==> config.mk <==
export PLATFORM = sky130hd
export DESIGN_NAME = ssram_to_ahb_flat
export DESIGN_NICKNAME = d
export VERILOG_FILES = /design/src/rtl/ssram_to_ahb_if.sv /design/src/rtl/ssram_to_ahb.sv /design/src/flat_wrapper.sv
export SDC_FILE = /design/constraint.sdc
export NUM_CORES = 1
export LEC_CHECK = 0
export ABC_CLOCK_PERIOD_IN_PS = 1800
export CAP_MARGIN = 5
export CORE_MARGIN = 8
export CORE_UTILIZATION = 40
export CTS_BUF_LIST = sky130_fd_sc_hd__clkbuf_16
export CTS_CLUSTER_SIZE = 24
export DETAILED_ROUTE_END_ITERATION = 8
export MAX_ROUTING_LAYER = met4
export PLACE_DENSITY = 0.76
export SKIP_LAST_GASP = 1
export SYNTH_ARGS = -nofsm -noshare
export SYNTH_HDL_FRONTEND = slang
export SYNTH_SLANG_ARGS = --single-unit
export TNS_END_PERCENT = 1
==> constraint.sdc <==
create_clock -name HCLK -period 1.8 [get_ports HCLK]
set_input_delay 0.36 -clock HCLK [delete_from_list [all_inputs] [get_ports HCLK]]
set_output_delay 0.36 -clock HCLK [all_outputs]
set_load 0.01 [all_outputs]
==> src/rtl/ssram_to_ahb_if.sv <==
// Signal bundle between an SRAM-style client, the ssram_to_ahb initiator and the AHB-Lite bus.
// The master modport is the initiator's view; the slave modport is the client/bus side.
interface ssram_to_ahb_if #(
    parameter int AW = 12
);
    logic          sram_en;
    logic          sram_rdy;
    logic          sram_we;
    logic [AW-1:0] sram_addr;
    logic [3:0]    sram_wb;
    logic [31:0]   sram_din;
    logic [31:0]   sram_dout;
    logic          rsp_valid;
    logic          rsp_err;
    logic [AW-1:0] HADDR;
    logic [1:0]    HTRANS;
    logic [2:0]    HSIZE;
    logic          HWRITE;
    logic [31:0]   HWDATA;
    logic          HREADY;
    logic [31:0]   HRDATA;
    logic          HRESP;

    modport master (
        input  sram_en, sram_we, sram_addr, sram_wb, sram_din, HREADY, HRDATA, HRESP,
        output sram_rdy, sram_dout, rsp_valid, rsp_err, HADDR, HTRANS, HSIZE, HWRITE, HWDATA
    );

    modport slave (
        output sram_en, sram_we, sram_addr, sram_wb, sram_din, HREADY, HRDATA, HRESP,
        input  sram_rdy, sram_dout, rsp_valid, rsp_err, HADDR, HTRANS, HSIZE, HWRITE, HWDATA
    );
endinterface

==> src/rtl/ssram_to_ahb.sv <==
// AHB-Lite single-transfer initiator fed by an SRAM-style request port (one address + one data phase in flight).
// Optional macro SSRAM_TO_AHB_ERR_FLUSH_EN: on ERROR the held address-phase transfer is dropped with an error response.
module ssram_to_ahb #(
    parameter int AW = 12
) (
    input logic            HCLK,
    input logic            HRESET,
    ssram_to_ahb_if.master bus
);
    localparam logic [1:0]    HTRANS_IDLE   = 2'b00;
    localparam logic [1:0]    HTRANS_NONSEQ = 2'b10;
    localparam logic [2:0]    HSIZE_WORD    = 3'b010;
    localparam logic [AW-1:0] WORD_MASK     = {{(AW-2){1'b1}}, 2'b00};

    // Returns {legal, hsize, haddr[1:0]}; an all-zero read mask means a full word.
    function automatic logic [5:0] decode_mask(input logic we, input logic [3:0] wb);
        logic [5:0] d;
        case (wb)
            4'b0001: d = {1'b1, 3'b000, 2'b00};
            4'b0010: d = {1'b1, 3'b000, 2'b01};
            4'b0100: d = {1'b1, 3'b000, 2'b10};
            4'b1000: d = {1'b1, 3'b000, 2'b11};
            4'b0011: d = {1'b1, 3'b001, 2'b00};
            4'b1100: d = {1'b1, 3'b001, 2'b10};
            4'b1111: d = {1'b1, HSIZE_WORD, 2'b00};
            4'b0000: d = {~we, HSIZE_WORD, 2'b00};
            default: d = {1'b0, HSIZE_WORD, 2'b00};
        endcase
        return d;
    endfunction

    logic          ap_valid_r, ap_ill_r;
    logic [31:0]   ap_wdata_r;
    logic [AW-1:0] haddr_r;
    logic [2:0]    hsize_r;
    logic          hwrite_r;
    logic [1:0]    htrans_r;
    logic [31:0]   hwdata_r;
    logic          dp_valid_r, dp_write_r, dp_ill_r;
    logic          err_hold_r;
    logic          rsp_valid_r, rsp_err_r;
    logic [31:0]   dout_r;

    logic          ap_valid_nx_s, ap_ill_nx_s;
    logic [31:0]   ap_wdata_nx_s;
    logic [AW-1:0] haddr_nx_s;
    logic [2:0]    hsize_nx_s;
    logic          hwrite_nx_s;
    logic [1:0]    htrans_nx_s;
    logic [31:0]   hwdata_nx_s;
    logic          dp_valid_nx_s, dp_write_nx_s, dp_ill_nx_s;
    logic          rsp_valid_nx_s, rsp_err_nx_s;
    logic [31:0]   dout_nx_s;

    logic          dec_legal_s;
    logic [2:0]    dec_size_s;
    logic [1:0]    dec_low_s;
    logic          sram_rdy_s, accept_s;
    logic          dp_done_s, dp_free_s, err_start_s;
    logic          ap_go_s, ap_ill_go_s, ap_flush_s, ap_leave_s, direct_ill_s;

    assign {dec_legal_s, dec_size_s, dec_low_s} = decode_mask(bus.sram_we, bus.sram_wb);

    assign sram_rdy_s  = ~ap_valid_r | (bus.HREADY & ~err_hold_r);
    assign accept_s    = bus.sram_en & sram_rdy_s;
    // An illegal entry in the data slot never touched the bus, so it retires without HREADY.
    assign dp_done_s   = dp_valid_r & (dp_ill_r | bus.HREADY);
    assign dp_free_s   = ~dp_valid_r | dp_done_s;
    assign err_start_s = dp_valid_r & ~dp_ill_r & bus.HRESP & ~bus.HREADY;
    assign ap_go_s     = ap_valid_r & ~ap_ill_r & bus.HREADY & (htrans_r == HTRANS_NONSEQ);
    assign ap_ill_go_s = ap_valid_r & ap_ill_r & dp_free_s;
`ifdef SSRAM_TO_AHB_ERR_FLUSH_EN
    assign ap_flush_s  = ap_valid_r & ~ap_ill_r & err_hold_r & bus.HREADY;
`else
    assign ap_flush_s  = 1'b0;
`endif
    assign ap_leave_s   = ap_go_s | ap_ill_go_s | ap_flush_s;
    assign direct_ill_s = accept_s & ~dec_legal_s & ~ap_valid_r & dp_free_s;

    // Next-state for the address slot, data slot and response registers.
    always_comb begin
        ap_valid_nx_s  = ap_valid_r;
        ap_ill_nx_s    = ap_ill_r;
        ap_wdata_nx_s  = ap_wdata_r;
        haddr_nx_s     = haddr_r;
        hsize_nx_s     = hsize_r;
        hwrite_nx_s    = hwrite_r;
        htrans_nx_s    = HTRANS_IDLE;
        hwdata_nx_s    = hwdata_r;
        dp_valid_nx_s  = dp_valid_r;
        dp_write_nx_s  = dp_write_r;
        dp_ill_nx_s    = dp_ill_r;
        rsp_valid_nx_s = 1'b0;
        rsp_err_nx_s   = 1'b0;
        dout_nx_s      = dout_r;

        if (accept_s && !direct_ill_s) begin
            ap_valid_nx_s = 1'b1;
            if (dec_legal_s) begin
                ap_ill_nx_s   = 1'b0;
                ap_wdata_nx_s = bus.sram_din;
                haddr_nx_s    = (bus.sram_addr & WORD_MASK) | {{(AW-2){1'b0}}, dec_low_s};
                hsize_nx_s    = dec_size_s;
                hwrite_nx_s   = bus.sram_we;
            end else begin
                ap_ill_nx_s = 1'b1;
            end
        end else if (ap_leave_s) begin
            ap_valid_nx_s = 1'b0;
        end else begin
            ap_valid_nx_s = ap_valid_r;
        end

        if (ap_go_s) begin
            dp_valid_nx_s = 1'b1;
            dp_ill_nx_s   = 1'b0;
            dp_write_nx_s = hwrite_r;
            if (hwrite_r) begin
                hwdata_nx_s = ap_wdata_r;
            end else begin
                hwdata_nx_s = hwdata_r;
            end
        end else if (ap_ill_go_s || ap_flush_s || direct_ill_s) begin
            dp_valid_nx_s = 1'b1;
            dp_ill_nx_s   = 1'b1;
        end else if (dp_done_s) begin
            dp_valid_nx_s = 1'b0;
        end else begin
            dp_valid_nx_s = dp_valid_r;
        end

        if (dp_done_s) begin
            rsp_valid_nx_s = 1'b1;
            rsp_err_nx_s   = dp_ill_r | bus.HRESP;
            if (!dp_ill_r && !dp_write_r) begin
                dout_nx_s = bus.HRDATA;
            end else begin
                dout_nx_s = dout_r;
            end
        end else begin
            rsp_valid_nx_s = 1'b0;
        end

        // First ERROR cycle cancels the pending address phase; it is re-issued once err_hold drops.
        if (ap_valid_nx_s && !ap_ill_nx_s && !err_start_s) begin
            htrans_nx_s = HTRANS_NONSEQ;
        end else begin
            htrans_nx_s = HTRANS_IDLE;
        end
    end

    // State registers; reset abandons any transfer in flight without a response.
    always_ff @(posedge HCLK) begin
        if (HRESET) begin
            ap_valid_r  <= 1'b0;
            ap_ill_r    <= 1'b0;
            ap_wdata_r  <= 32'h0000_0000;
            haddr_r     <= {AW{1'b0}};
            hsize_r     <= HSIZE_WORD;
            hwrite_r    <= 1'b0;
            htrans_r    <= HTRANS_IDLE;
            hwdata_r    <= 32'h0000_0000;
            dp_valid_r  <= 1'b0;
            dp_write_r  <= 1'b0;
            dp_ill_r    <= 1'b0;
            err_hold_r  <= 1'b0;
            rsp_valid_r <= 1'b0;
            rsp_err_r   <= 1'b0;
            dout_r      <= 32'h0000_0000;
        end else begin
            ap_valid_r  <= ap_valid_nx_s;
            ap_ill_r    <= ap_ill_nx_s;
            ap_wdata_r  <= ap_wdata_nx_s;
            haddr_r     <= haddr_nx_s;
            hsize_r     <= hsize_nx_s;
            hwrite_r    <= hwrite_nx_s;
            htrans_r    <= htrans_nx_s;
            hwdata_r    <= hwdata_nx_s;
            dp_valid_r  <= dp_valid_nx_s;
            dp_write_r  <= dp_write_nx_s;
            dp_ill_r    <= dp_ill_nx_s;
            err_hold_r  <= err_start_s;
            rsp_valid_r <= rsp_valid_nx_s;
            rsp_err_r   <= rsp_err_nx_s;
            dout_r      <= dout_nx_s;
        end
    end

    assign bus.sram_rdy  = sram_rdy_s;
    assign bus.sram_dout = dout_r;
    assign bus.rsp_valid = rsp_valid_r;
    assign bus.rsp_err   = rsp_err_r;
    assign bus.HADDR     = haddr_r;
    assign bus.HTRANS    = htrans_r;
    assign bus.HSIZE     = hsize_r;
    assign bus.HWRITE    = hwrite_r;
    assign bus.HWDATA    = hwdata_r;
endmodule

==> src/flat_wrapper.sv <==
// flat-port wrapper written by rule: the top's interface ports become plain ports
module ssram_to_ahb_flat 
#(
    parameter int AW = 12
)
  (HCLK, HRESET, bus_sram_en, bus_sram_we, bus_sram_addr, bus_sram_wb, bus_sram_din, bus_HREADY, bus_HRDATA, bus_HRESP, bus_sram_rdy, bus_sram_dout, bus_rsp_valid, bus_rsp_err, bus_HADDR, bus_HTRANS, bus_HSIZE, bus_HWRITE, bus_HWDATA);
  ssram_to_ahb_if #(.AW(AW)) bus_i ();
  input logic HCLK;
  input logic HRESET;
  input wire logic [$bits(bus_i.sram_en)-1:0] bus_sram_en;
  input wire logic [$bits(bus_i.sram_we)-1:0] bus_sram_we;
  input wire logic [$bits(bus_i.sram_addr)-1:0] bus_sram_addr;
  input wire logic [$bits(bus_i.sram_wb)-1:0] bus_sram_wb;
  input wire logic [$bits(bus_i.sram_din)-1:0] bus_sram_din;
  input wire logic [$bits(bus_i.HREADY)-1:0] bus_HREADY;
  input wire logic [$bits(bus_i.HRDATA)-1:0] bus_HRDATA;
  input wire logic [$bits(bus_i.HRESP)-1:0] bus_HRESP;
  output wire logic [$bits(bus_i.sram_rdy)-1:0] bus_sram_rdy;
  output wire logic [$bits(bus_i.sram_dout)-1:0] bus_sram_dout;
  output wire logic [$bits(bus_i.rsp_valid)-1:0] bus_rsp_valid;
  output wire logic [$bits(bus_i.rsp_err)-1:0] bus_rsp_err;
  output wire logic [$bits(bus_i.HADDR)-1:0] bus_HADDR;
  output wire logic [$bits(bus_i.HTRANS)-1:0] bus_HTRANS;
  output wire logic [$bits(bus_i.HSIZE)-1:0] bus_HSIZE;
  output wire logic [$bits(bus_i.HWRITE)-1:0] bus_HWRITE;
  output wire logic [$bits(bus_i.HWDATA)-1:0] bus_HWDATA;
  assign bus_i.sram_en = bus_sram_en;
  assign bus_i.sram_we = bus_sram_we;
  assign bus_i.sram_addr = bus_sram_addr;
  assign bus_i.sram_wb = bus_sram_wb;
  assign bus_i.sram_din = bus_sram_din;
  assign bus_i.HREADY = bus_HREADY;
  assign bus_i.HRDATA = bus_HRDATA;
  assign bus_i.HRESP = bus_HRESP;
  assign bus_sram_rdy = bus_i.sram_rdy;
  assign bus_sram_dout = bus_i.sram_dout;
  assign bus_rsp_valid = bus_i.rsp_valid;
  assign bus_rsp_err = bus_i.rsp_err;
  assign bus_HADDR = bus_i.HADDR;
  assign bus_HTRANS = bus_i.HTRANS;
  assign bus_HSIZE = bus_i.HSIZE;
  assign bus_HWRITE = bus_i.HWRITE;
  assign bus_HWDATA = bus_i.HWDATA;
  ssram_to_ahb #(.AW(AW)) u_core (.HCLK(HCLK), .HRESET(HRESET), .bus(bus_i));
endmodule
-- Word-level counts from Yosys, hierarchy flattened
Cells that the tools add are included.
- register bits after elaboration: 122
- input port bits: 86
- output and inout bits: 85
- logic and storage cells: 79
- equal/unequal tests: 8
- mux-type cells: 10
- bitwise operators: 29
- reductions and logical operators: 17
- operator list (cell ; count):
    6-bit one-hot mux with 8 select lines ; 1
    1-bit AND ; 14
    4-bit == test, second input constant ; 3
    12-bit by 2-bit OR with 12-bit output ; 1
    1-bit inverter ; 9
    4-bit by 2-bit == test with 1-bit output, second input constant ; 2
    1-bit 2-to-1 mux ; 8
    2-bit AND reduction ; 3
    1-bit zero test ; 5
    1-bit OR ; 5
    4-bit by 1-bit == test with 1-bit output, second input constant ; 1
    4-bit by 3-bit == test with 1-bit output, second input constant ; 1
    1-bit logical AND ; 4
    4-bit zero test ; 1
    2-bit OR reduction ; 2
    3-bit nonzero test ; 1
    2-bit == test, second input constant ; 1
    2-bit 2-to-1 mux ; 1
    1-bit logical OR ; 1

-- Depth between registers and ports, before layout
- word-level depth: 14
- depth in mapped cells: 7
- depth with buffers taken out: 4

-- Worst setup path after synthesis
No wires, ideal clock.
- kind: input-to-reg
- start point: input bus_sram_wb[2]
- end point: register u_core.dp_ill_r
- library setup time: 100 ps
- data arrival time: 1724 ps
- data required time: 1700 ps
- setup slack: -24 ps
- stages: 4
- buffers on the path: 0
- cell sequence: or3b_1 -> a22o_1 -> or4b_4 -> a2111oi_4
- word-level cells in the longest chain between the ends: 7
- elaborated cells on any way between the ends: 14
- those cells by class: 7 x eq/ne; 1 x mux; 4 x bitwise; 2 x reduce/logical
- RTL lines (element ; line ; text):
    from (decl) ; flat_wrapper.sv:13 ; input wire logic [$bits(bus_i.sram_wb)-1:0] bus_sram_wb;
    4-bit == test, or another cell as far along ; ssram_to_ahb.sv:18 ; case (wb)
    6-bit one-hot mux with 8 select lines * ; ssram_to_ahb.sv:18 ;
    1-bit inverter * ; ssram_to_ahb.sv:78 ; assign direct_ill_s = accept_s & ~dec_legal_s & ~ap_valid_r & dp_free_s;
    1-bit AND * (3 in series) ; ssram_to_ahb.sv:78 ;
    1-bit logical OR * ; ssram_to_ahb.sv:123 ; end else if (ap_ill_go_s || ap_flush_s || direct_ill_s) begin
    to (signal assigned) ; ssram_to_ahb.sv:181 ; dp_ill_r <= dp_ill_nx_s;
    to (decl) ; ssram_to_ahb.sv:39 ; logic dp_valid_r, dp_write_r, dp_ill_r;
Mark *: on every way between the ends. The rest lies on a longest branch, timed or not.
A chain may end at the register's enable or synchronous reset.

-- Worst setup path after layout
- start point: register u_core.htrans_r[1] (netlist: u_core.bus.HTRANS[1])
- end point: output bus_HTRANS[1]
- RTL lines (element ; line ; text):
    from (decl) ; ssram_to_ahb.sv:37 ; logic [1:0] htrans_r;
    from (signal assigned) ; ssram_to_ahb.sv:177 ; htrans_r <= htrans_nx_s;
    to (decl) ; flat_wrapper.sv:23 ; output wire logic [$bits(bus_i.HTRANS)-1:0] bus_HTRANS;
No word-level cell between the ends.

==> summary.md <==
| Metric | Value |
|---|---|
| Top-count cell post-synth | nand2_1 |
| First-pass GRT wire length | 20.89 mm |
| WP buf/inv | 1 |
| Final Core Density | 62.46% |
| Layout Nets | 793 |
| Setup WS post-layout | 0.07491 ns |
| Residual DRC | 0 |
| Post-DP HPWL | 9.474 mm |
| Vias in the first global route | 4195 |
| Critical Path RT | 1.44 ns |
| Kind of critical path | register to output port |
| Period utilisation layout | 95.84% |
| Post-synth top area share | 50.66% |
| Antenna Cells | 0 |
| Fill cell count | 964 |
| Post-Synthesis Cells | 538 |
| DP Cell Count | 831 |
| Leakage | 2.621 nW |
| Gate power share | 10.9% |
| Syn avg cell area | 8.814 sq um |
| WHS | 0.2735 ns |
| Largest net degree at the start of global routing | 104 |
| Root buffer cell | clkbuf_16 |
| Share of total power in sequential cells | 42.8% |
| Die width | 124.9 um |
| Drt first pass iters | 4 |
| NetSw | 1.433 mW |
| Hold Crit Class | primary input to register |
| Synth Flop Type | dfxtp_1 |
| Overall power | 6.602 mW |
| Fin Clk Skew | 0.006669 ns |
| Max stage delay on crit path | 0.59 ns |
| Fmax | 0.5797 GHz |
| CTS tree | done |
| Initial antenna violation count | 0 |
| Switching portion of total power | 21.70% |
| Antenna-violating nets left | 0 |
| Core area | 0.01152 sq mm |
| Peak supply drop | 562.1 uV |
| Synth Register Bits | 120 |
| CP startpoint kind | register |
| Synth warn | 0 |
| Clk pin slew, worst setup/hold paths | 0.05 ns |
| Routed len/inst | 14.96 um |
| Setup violators final | 0 |
| DR iter-0 viols | 177 |
| Fin area | 0.007193 sq mm |
| Port Buf Inserts | 166 |
| Final hold violation count | 0 |
| Final WL | 12.89 mm |
| Final Slew Violations | 0 |
| CP max FO | 4 |
| Clk pwr share | 46.4% |
| GRT Residual Overflow | 0 |
| CP Capture Type | output port |
| Routed vias | 4168 |
| Crit-path slowest cell | clkdlybuf4s50_1 |
| Cell Chain, Critical Path | clkdlybuf4s50_1 |
| Starting Density | 41.18% |
| Synth area leader | dfxtp_1 |
| Layout cells sized above 1 | 7.789% |
| EDFF count, synth | 0 |
| Seq/Total Area, Yosys | 50.66% |
| DRT met1 WL | 5.741 mm |
| Worst EP arrival | 1.37 ns |
| Total global-route track usage | 16.73% |
| Clk_lat worst skew | 0.40 ns |
| Cell Int Power | 5.169 mW |
| Worst slack, placed | -0.5059 ns |
| Min Clock Period, post-route | 1.725 ns |
| Dominant cells by area after synthesis | dfxtp_1 (51%), nand2b_1 (12%), nand2_1 (10%), mux2i_1 (9.5%), a21oi_1 (7.4%) |
| Setup TNS Final | 0 ns |
| Synth cell count leaders | nand2_1 (130), dfxtp_1 (120), nand2b_1 (90) |
| Syn-to-layout area delta | 51.69% |
| Area of the multi-input gates | 0.002163 sq mm |
| PD cells | 917.9 mW/mm^2 |
| Synth async-reset ratio | 0% |
| Postcts setup bufs | 0 |
| Unrepaired setup endpoints after global routing | false |
| Area of the die | 0.01560 sq mm |
| Top sig layer | met4 |
| CTS Sinks | 120 |
| Register Area | 0.002402 sq mm |
| RePlAce Congestion | 0.7804 |
| H-Tree Depth | 4 |
| Cell area after synthesis | 0.004742 sq mm |
| Count of cell types in the netlist | 38 |
| CTS max path bufs | 2 |
| Met2 wire length | 5.945 mm |
| FP Rows | 39 |
| CTS Buf Count | 17 |
| Worst path top cell family by delay | buffers and inverters |
| MaxCap Viol Count | 0 |
| Vias per cell | 4.835 |
| Area after DPL | 0.006638 sq mm |
| Die H | 124.9 um |
| Met3 wire length | 1.016 mm |
| Non-Filler Instances | 862 |
| Io pins | 171 |
| Status | finished clean |
==> power by group through the flow <==
stage	clock [mW]	sequential, mW	combinational [mW]
after floorplan	0	2.89	0.321
after global placement	0	2.87	0.710
after detailed placement	0	2.88	0.724
after CTS	3.15	2.82	0.727
after global routing	3.26	2.83	0.776
final	3.06	2.82	0.719
==> final timing paths <==
check                                                        start                                 end  slack [ns]  cells past startpoint
worst max register to register        u_core.err_hold_r$_SDFF_PP0_  u_core.ap_wdata_r[19]$_SDFFE_PP0P_        0.24                      5
worst min-delay path                                        HRESET      u_core.dp_valid_r$_SDFFE_PP0P_        0.27                      2
worst max-delay path               u_core.bus.HTRANS[1]$_SDFF_PP0_                       bus_HTRANS[1]        0.07                      1
worst min register to register  u_core.ap_wdata_r[21]$_SDFFE_PP0P_  u_core.bus.HWDATA[21]$_SDFFE_PP0P_        0.45                      2
==> state kept, by name, indices dropped and copies added (netlist names) <==
| signal | cells |
|---|---|
| u_core.ap_wdata_r | 32 |
| u_core.bus.HWDATA | 32 |
| u_core.bus.sram_dout | 32 |
| u_core.bus.HADDR | 12 |
| u_core.bus.HSIZE | 2 |
| u_core.ap_ill_r | 1 |
| u_core.ap_valid_r | 1 |
| u_core.bus.HTRANS | 1 |
| u_core.bus.HWRITE | 1 |
| u_core.bus.rsp_err | 1 |
| u_core.bus.rsp_valid | 1 |
| u_core.dp_ill_r | 1 |
| u_core.dp_valid_r | 1 |
| u_core.dp_write_r | 1 |
| u_core.err_hold_r | 1 |
==> placed cells by master (no fill, tap or decap), types with 4 or more instances in the layout <==
cell type,n
clkdlybuf4s50_1,159
nand2_1,130
dfxtp_1,120
nand2b_1,90
a21oi_1,70
mux2i_1,45
buf_4,20
clkbuf_16,17
nor2_1,7
inv_1,6
clkinv_2,5
dlymetal6s2s_1,5
buf_12,4
==> metal layers <==
layer	vias to the layer above	track usage (%)
li1	2096	-
met1	1900	19.13
met2	156	26.44
met3	16	6.036
met4	0	6.160
met5	-	-
==> cells by family after synthesis <==
group	share of synthesized area, %
and+or+nand+nor	25.09
other	0.07908
xor gates and xnor gates	0.1847
AOI/OAI and AO/OA	10.32
buffers and inverters	3.931
muxes	9.736
DFF	50.66
==> timing repair <==
| action | CTS | global route |
|---|---|---|
| gates resized for setup | 1 | 5 |
| hold buffers | 0 | 0 |
| pin swaps | 0 | 4 |
| endpoints found under the hold margin | 0 | 0 |
| setup endpoints to repair | 36 | 48 |
==> cell type report <==
cell class / instances / share of cell area (%)
inverter: 3 / 0.1565
multi-input combinational: 376 / 30.07
tap: 143 / 2.487
timing repair buffer: 189 / 26.32
clock inverter: 14 / 1.652
clock buffer: 17 / 5.914
sequential: 120 / 33.40
No activity file was read; power rests on OpenSTA's default activity.
